**src/rtl/vedm_telemetry_pkg.sv**
```systemverilog
// Shared constants, TX state encoding and frame checksum for the voltage telemetry path.
package vedm_telemetry_pkg;

  localparam logic [7:0] FRAME_SYNC  = 8'hA5;
  localparam int         FRAME_BYTES = 5;

  typedef enum logic [2:0] {
    TX_IDLE,
    TX_START,
    TX_DATA,
    TX_STOP,
    TX_NEXT
  } tx_state_e;

  function automatic logic [7:0] frame_chk(input logic [7:0] mn,
                                           input logic [7:0] mx,
                                           input logic [7:0] av);
    return FRAME_SYNC ^ mn ^ mx ^ av;
  endfunction

endpackage

```
**src/rtl/uart_tx_byte.sv**
```systemverilog
// 8N1 byte serialiser: start pulse loads a byte, done pulses in the last stop-bit cycle.
module uart_tx_byte
  import vedm_telemetry_pkg::*;
#(
  parameter int unsigned CLKS_PER_BIT = 104
) (
  input  logic       clk,
  input  logic       rst,
  input  logic       start,
  input  logic [7:0] data,
  output logic       tx,
  output logic       done
);

  localparam int unsigned CW = $clog2(CLKS_PER_BIT);
  localparam logic [CW-1:0] CNT_LAST = CW'(CLKS_PER_BIT - 1);

  tx_state_e     state_q, state_d;
  logic [CW-1:0] cnt_q, cnt_d;
  logic [2:0]    bit_q, bit_d;
  logic [7:0]    sh_q, sh_d;
  logic          tx_q;
  logic          cnt_last;

  assign cnt_last = (cnt_q == CNT_LAST);

  // NOTE: every variable gets a default before the case, so no path can infer a latch.
  always_comb begin
    state_d = state_q;
    cnt_d   = cnt_q;
    bit_d   = bit_q;
    sh_d    = sh_q;
    done    = 1'b0;
    case (state_q)
      TX_IDLE: begin
        if (start) begin
          state_d = TX_START;
          cnt_d   = '0;
          sh_d    = data;
        end
      end
      TX_START: begin
        if (cnt_last) begin
          state_d = TX_DATA;
          cnt_d   = '0;
          bit_d   = '0;
        end else begin
          cnt_d = cnt_q + CW'(1);
        end
      end
      TX_DATA: begin
        if (cnt_last) begin
          cnt_d = '0;
          sh_d  = sh_q >> 1;
          if (bit_q == 3'd7) state_d = TX_STOP;
          else               bit_d   = bit_q + 3'd1;
        end else begin
          cnt_d = cnt_q + CW'(1);
        end
      end
      TX_STOP: begin
        if (cnt_last) begin
          state_d = TX_IDLE;
          cnt_d   = '0;
          done    = 1'b1;
        end else begin
          cnt_d = cnt_q + CW'(1);
        end
      end
      default: state_d = TX_IDLE;
    endcase
  end

  // NOTE: sequential state uses non-blocking assignments only.
  always_ff @(posedge clk or posedge rst) begin
    if (rst) begin
      state_q <= TX_IDLE;
      cnt_q   <= '0;
      bit_q   <= '0;
      sh_q    <= '0;
      tx_q    <= 1'b1;
    end else begin
      state_q <= state_d;
      cnt_q   <= cnt_d;
      bit_q   <= bit_d;
      sh_q    <= sh_d;
      // Registered pin: the level follows the state being entered on this edge.
      tx_q    <= (state_d == TX_START) ? 1'b0 :
                 (state_d == TX_DATA)  ? sh_d[0] : 1'b1;
    end
  end

  assign tx = tx_q;

endmodule

```
**src/rtl/voltage_frame_tx.sv**
```systemverilog
// Window min/max/avg reducer with a one-entry snapshot buffer feeding a 5-byte UART frame sequencer.
module voltage_frame_tx
  import vedm_telemetry_pkg::*;
#(
  parameter int unsigned WIN_LOG2     = 4,
  parameter int unsigned CLKS_PER_BIT = 104
) (
  input  logic       clk,
  input  logic       rst,
  input  logic [7:0] sample,
  input  logic       sample_valid,
  input  logic       clear_overrun,
  output logic       tx,
  output logic       busy,
  output logic       frame_sent,
  output logic       overrun
);

  localparam int unsigned SW = 8 + WIN_LOG2;

  // Window accumulator
  logic [7:0]          acc_min, acc_max;
  logic [SW-1:0]       acc_sum;
  logic [WIN_LOG2-1:0] acc_cnt;
  logic [7:0]          min_nx, max_nx, avg_nx;
  logic [SW-1:0]       sum_nx;
  logic                win_done;

  assign min_nx   = (sample < acc_min) ? sample : acc_min;
  assign max_nx   = (sample > acc_max) ? sample : acc_max;
  assign sum_nx   = acc_sum + SW'(sample);
  assign avg_nx   = sum_nx[WIN_LOG2 +: 8];
  assign win_done = sample_valid && (acc_cnt == '1);

  always_ff @(posedge clk or posedge rst) begin
    if (rst) begin
      acc_min <= 8'hFF;
      acc_max <= 8'h00;
      acc_sum <= '0;
      acc_cnt <= '0;
    end else if (sample_valid) begin
      acc_cnt <= acc_cnt + WIN_LOG2'(1);
      if (win_done) begin
        acc_min <= 8'hFF;
        acc_max <= 8'h00;
        acc_sum <= '0;
      end else begin
        acc_min <= min_nx;
        acc_max <= max_nx;
        acc_sum <= sum_nx;
      end
    end
  end

  // Snapshot buffer, frame shift register and byte sequencer
  tx_state_e   state_q, state_d;
  logic        buf_full;
  logic [7:0]  buf_min, buf_max, buf_avg;
  logic [31:0] frame_sr;
  logic [2:0]  byte_idx;
  logic        load_frame, shift_byte;
  logic        byte_start, byte_done;
  logic [7:0]  byte_data;
  logic        drop;

  assign drop = win_done && buf_full;

  // The sequencer only uses IDLE, START (byte owned by the serialiser) and NEXT.
  always_comb begin
    state_d    = state_q;
    byte_start = 1'b0;
    byte_data  = FRAME_SYNC;
    load_frame = 1'b0;
    shift_byte = 1'b0;
    frame_sent = 1'b0;
    case (state_q)
      TX_IDLE: begin
        if (buf_full) begin
          byte_start = 1'b1;
          load_frame = 1'b1;
          state_d    = TX_START;
        end
      end
      TX_START: begin
        if (byte_done) state_d = TX_NEXT;
      end
      TX_NEXT: begin
        if (byte_idx < 3'(FRAME_BYTES - 1)) begin
          byte_start = 1'b1;
          byte_data  = frame_sr[31:24];
          shift_byte = 1'b1;
          state_d    = TX_START;
        end else begin
          frame_sent = 1'b1;
          state_d    = TX_IDLE;
        end
      end
      default: state_d = TX_IDLE;
    endcase
  end

  always_ff @(posedge clk or posedge rst) begin
    if (rst) begin
      state_q  <= TX_IDLE;
      buf_full <= 1'b0;
      // NOTE: buffer and frame data are reset too; it is only a handful of flops.
      buf_min  <= '0;
      buf_max  <= '0;
      buf_avg  <= '0;
      frame_sr <= '0;
      byte_idx <= '0;
      overrun  <= 1'b0;
    end else begin
      state_q <= state_d;

      if (win_done && !buf_full) begin
        buf_full <= 1'b1;
        buf_min  <= min_nx;
        buf_max  <= max_nx;
        buf_avg  <= avg_nx;
      end else if (load_frame) begin
        buf_full <= 1'b0;
      end

      if (load_frame) begin
        frame_sr <= {buf_min, buf_max, buf_avg, frame_chk(buf_min, buf_max, buf_avg)};
        byte_idx <= '0;
      end else if (shift_byte) begin
        frame_sr <= {frame_sr[23:0], 8'h00};
        byte_idx <= byte_idx + 3'd1;
      end

      // A drop in the same cycle as a clear leaves the flag set.
      if (drop)               overrun <= 1'b1;
      else if (clear_overrun) overrun <= 1'b0;
    end
  end

  assign busy = (state_q != TX_IDLE);

  uart_tx_byte #(
    .CLKS_PER_BIT(CLKS_PER_BIT)
  ) u_uart_tx_byte (
    .clk  (clk),
    .rst  (rst),
    .start(byte_start),
    .data (byte_data),
    .tx   (tx),
    .done (byte_done)
  );

endmodule
```
**config.mk**
```make
export PLATFORM = sky130hd
export DESIGN_NAME = voltage_frame_tx
export DESIGN_NICKNAME = d
export VERILOG_FILES = /design/src/rtl/vedm_telemetry_pkg.sv /design/src/rtl/uart_tx_byte.sv /design/src/rtl/voltage_frame_tx.sv
export SDC_FILE = /design/constraint.sdc
export NUM_CORES = 1
export LEC_CHECK = 0
export ABC_CLOCK_PERIOD_IN_PS = 7350
export BUFFER_PORTS_ARGS = -buffer_cell sky130_fd_sc_hd__buf_4
export CAP_MARGIN = 20
export CORE_ASPECT_RATIO = 0.6
export CORE_UTILIZATION = 30
export CTS_CLUSTER_SIZE = 16
export DETAILED_ROUTE_END_ITERATION = 8
export GPL_TIMING_DRIVEN = 0
export PLACE_DENSITY = 0.42
export SETUP_SLACK_MARGIN = 0.05
export SYNTH_ARGS = -nofsm -noshare
export SYNTH_HDL_FRONTEND = slang
export SYNTH_SLANG_ARGS = --single-unit
```
**constraint.sdc**
```tcl
create_clock -name clk -period 7.35 [get_ports clk]
set_input_delay 1.1025 -clock clk [delete_from_list [all_inputs] [get_ports clk]]
set_output_delay 1.1025 -clock clk [all_outputs]
set_load 0.01 [all_outputs]
```
==> results.json <==
{
  "die_w_um": 183,
  "routed_wl_um": 15400,
  "switchingPower_mw": 0.809,
  "drive_gt1_frac": 0.124,
  "syn_nets": 650,
  "place_inst": 890,
  "r2r_start": "acc_sum[0]$_DFFE_PP0P_",
  "ys_seq_elements": 117,
  "hold_buffers": 0,
  "antenna_found_initial": 0,
  "synth.top_cell.area_share": 0.458,
  "max-vdd-ir-drop_v": 0.000157,
  "cts_buffers": 17,
  "powerDensity_mw_per_mm2": 357,
  "period_needed_ns": 2.78,
  "setup_slack_ns": 4.57,
  "place_area_mm2": 0.00638,
  "grt_max_degree": 67,
  "tns_ns": 0,
  "cts.sink_count": 117,
  "syn_area_per_cell_um2": 9.70,
  "critPathKind": "input port to flip-flop",
  "synth_cell_type_count": 60,
  "mostFrequentLayoutCells": "dfrtp_1, nand2_1, o21ai_0",
  "swShare": 0.325,
  "seq_power_share": 0.388,
  "tightest_slew_ns": 0.866,
  "rows": 39,
  "drc": 0,
  "finalMaxSlewViolations": 0,
  "cts_tree": "done",
  "clk_path_buf_depth": 2,
  "wl_per_cell_um": 16.8,
  "max_slew_margin": 0.416,
  "ant_nets": 0,
  "grtUsageTotal": 0.167,
  "cpLargestDelayFamily": "compound AO/OA/AOI/OAI gates",
  "io_buffers": 14,
  "hpwl_um": 11200,
  "worstPathRequired_ns": 7.62,
  "cp-start-kind": "input port",
  "yosys.area_share.simple": 0.146,
  "start_util": 0.309,
  "post_cts_resized": 0,
  "vias_per_cell": 4.87,
  "syn2layout_area_growth_pct": 18.3,
  "hold_slack_ns": 0.467,
  "n_antenna_cell": 0,
  "yosys-top-cells-area": "dfrtp_1, nand2_1, ha_1",
  "critPathMaxStageDelay_ns": 0.40,
  "crit_top_cell": "a21o_1",
  "clockRootBuffer": "clkbuf_16",
  "firstDrtPassIters": 4,
  "stdcell_area_mm2": 0.00699,
  "routabilityCongestion": 0.829,
  "fill_cells": 1962,
  "fmax_mhz": 360,
  "grt_overflow": 0,
  "path_cells": "buf_4 > ha_1 > fa_1 > a21o_1 > a21o_1 > a21oi_1 > nor2_1 > nand4_1 > o221ai_1",
  "syn_inst": 609,
  "leakagePower_nw": 3.27,
  "max_cap_violations": 0,
  "ctsHtreeMaxLevel": 4,
  "synth_compound_area_frac": 0.171,
  "cp-end-kind": "flip-flop",
  "yosysWarnings": 0,
  "drt_iter0_markers": 259,
  "synth_area_mm2": 0.00591,
  "clockPowerShare": 0.345,
  "worstPathMaxFanout": 7,
  "final_cells": 921,
  "path_buf_inv": 1,
  "setup.worst_path.start": "sample[0]",
  "die_y_um": 111,
  "setup_viol_count_final": 0,
  "coreArea_mm2": 0.0191,
  "synthAdderAreaFrac": 0.0627,
  "hold_viol": 0,
  "status": "completed",
  "ys_async_sr_fraction": 1.00,
  "clock_latency_ns": 0.42,
  "post_cts_buffers": 0,
  "synth_top_flop_cell": "dfrtp_1",
  "vias": 4489,
  "fin_worst_skew_ns": 0.00897,
  "synth_top_family_by_area": "compound AO/OA/AOI/OAI gates",
  "yosys.area.top_type": "dfrtp_1",
  "dp_worst_setup_slack_ns": 4.17,
  "pwr-share-comb": 0.267,
  "ys_seq_area_frac": 0.498,
  "layout.nets": 684,
  "synthXorXnorAreaFrac": 0.0460,
  "clk_pin_slew_ns": 0.05,
  "worstHoldStart": "u_uart_tx_byte.sh_q[4]$_DFFE_PP0P_",
  "synth_mux_area_frac": 0.0345,
  "io_pins": 16,
  "synth-edff-count": 0,
  "critical_path_arrival_ns": 3.05,
  "die-area_mm2": 0.0203,
  "finalCritPeriodShare": 0.378,
  "internal-power_mw": 1.68,
  "layout_commonest_cell": "dfrtp_1",
  "cp_slowest_cell": "fa_1",
  "grt_pass1_vias": 4515,
  "grt_pass1_wl_um": 25400,
  "hold_path.class": "flip-flop to flip-flop",
  "grt_setup_unrepaired": "false"
}
==> cell type report <==
| class | count | area (µm²) | area share |
|---|---|---|---|
| inverters | 36 | 140 | 0.0201 |
| flip-flops and latches | 117 | 2940 | 0.421 |
| clock inverters | 9 | 125 | 0.0179 |
| clock buffers | 22 | 484 | 0.0693 |
| well taps | 266 | 333 | 0.0476 |
| multi-input cells | 430 | 2720 | 0.389 |
| repair buffers | 15 | 133 | 0.0190 |
| plain buffers | 26 | 113 | 0.0161 |
==> worst min-delay path: cells and delay by family, from the launching register on <==
kind	cells	cell delay [ns]
and+or+nand+nor	2	0.10
DFF	1	0.34
==> through the flow <==
| stage | total power [mW] | util |
|---|---|---|
| 6_report | 2.49 | 0.365 |
| 5_1_grt | 2.67 | 0.365 |
| 4_1_cts | 2.53 | 0.365 |
| 3_5_place_dp | 1.65 | 0.333 |
| 3_3_place_gp | 1.63 | 0.332 |
| 2_1_floorplan | 1.45 | - |
==> registers in the layout, summed over array words and instances (netlist names), 2 cells and up <==
signal / flops
frame_sr: 32
u_uart_tx_byte.bit_q: 3
u_uart_tx_byte.state_q: 3
buf_max: 8
buf_min: 8
acc_min: 8
state_q: 2
u_uart_tx_byte.sh_q: 8
buf_avg: 8
byte_idx: 3
acc_sum: 12
u_uart_tx_byte.cnt_q: 7
acc_cnt: 4
acc_max: 8
==> final timing paths <==
| path | to | cells after the start | slack (ns) |
|---|---|---|---|
| max | acc_sum[10]$_DFFE_PP0P_ | 9 | 4.57 |
| min | u_uart_tx_byte.sh_q[4]$_DFFE_PP0P_ | 2 | 0.47 |
| max reg2reg | acc_sum[10]$_DFFE_PP0P_ | 8 | 5.04 |
| min reg2reg | u_uart_tx_byte.sh_q[4]$_DFFE_PP0P_ | 2 | 0.47 |
| max in group asynchronous | acc_min[2]$_DFFE_PP1P_ | 3 | 5.85 |
| min in group asynchronous | frame_sr[4]$_DFFE_PP0P_ | 2 | 0.77 |
==> routing by layer <==
metal,wire length [µm],vias up,global-route usage
met5,0,-,0
met4,127,0,0.0444
met3,587,10,0.0489
met2,5890,61,0.212
met1,8840,2225,0.265
li1,-,2193,-
==> synthesized netlist by cell type (all sizes together) (11+ instances only) <==
master	instances
o21ai	53
o22ai	11
mux2i	17
nand2	102
nand3	13
xnor2	20
clkbuf	18
a21oi	26
dfrtp	108
a22oi	16
ha	28
xor2	11
inv	36
a31oi	11
a22o	11
nor2	46
==> power groups by stage <==
stage / registers, mW / clock network, mW / logic, mW
global placement: 0.975 / 0 / 0.655
global route: 0.991 / 0.917 / 0.760
CTS: 0.967 / 0.885 / 0.674
detailed placement: 0.976 / 0 / 0.669
finish: 0.968 / 0.859 / 0.666
floorplan: 0.911 / 0 / 0.538
==> cell families after synthesis <==
kind of cell,Yosys count
other,1
buffers and inverters,62
flip-flops,117
AO/OA/AOI/OAI,158
adder cells (fa/ha/maj),29
multiplexers,20
AND/OR/NAND/NOR,191
XOR/XNOR,31
Power figures use the tool's default switching activity.
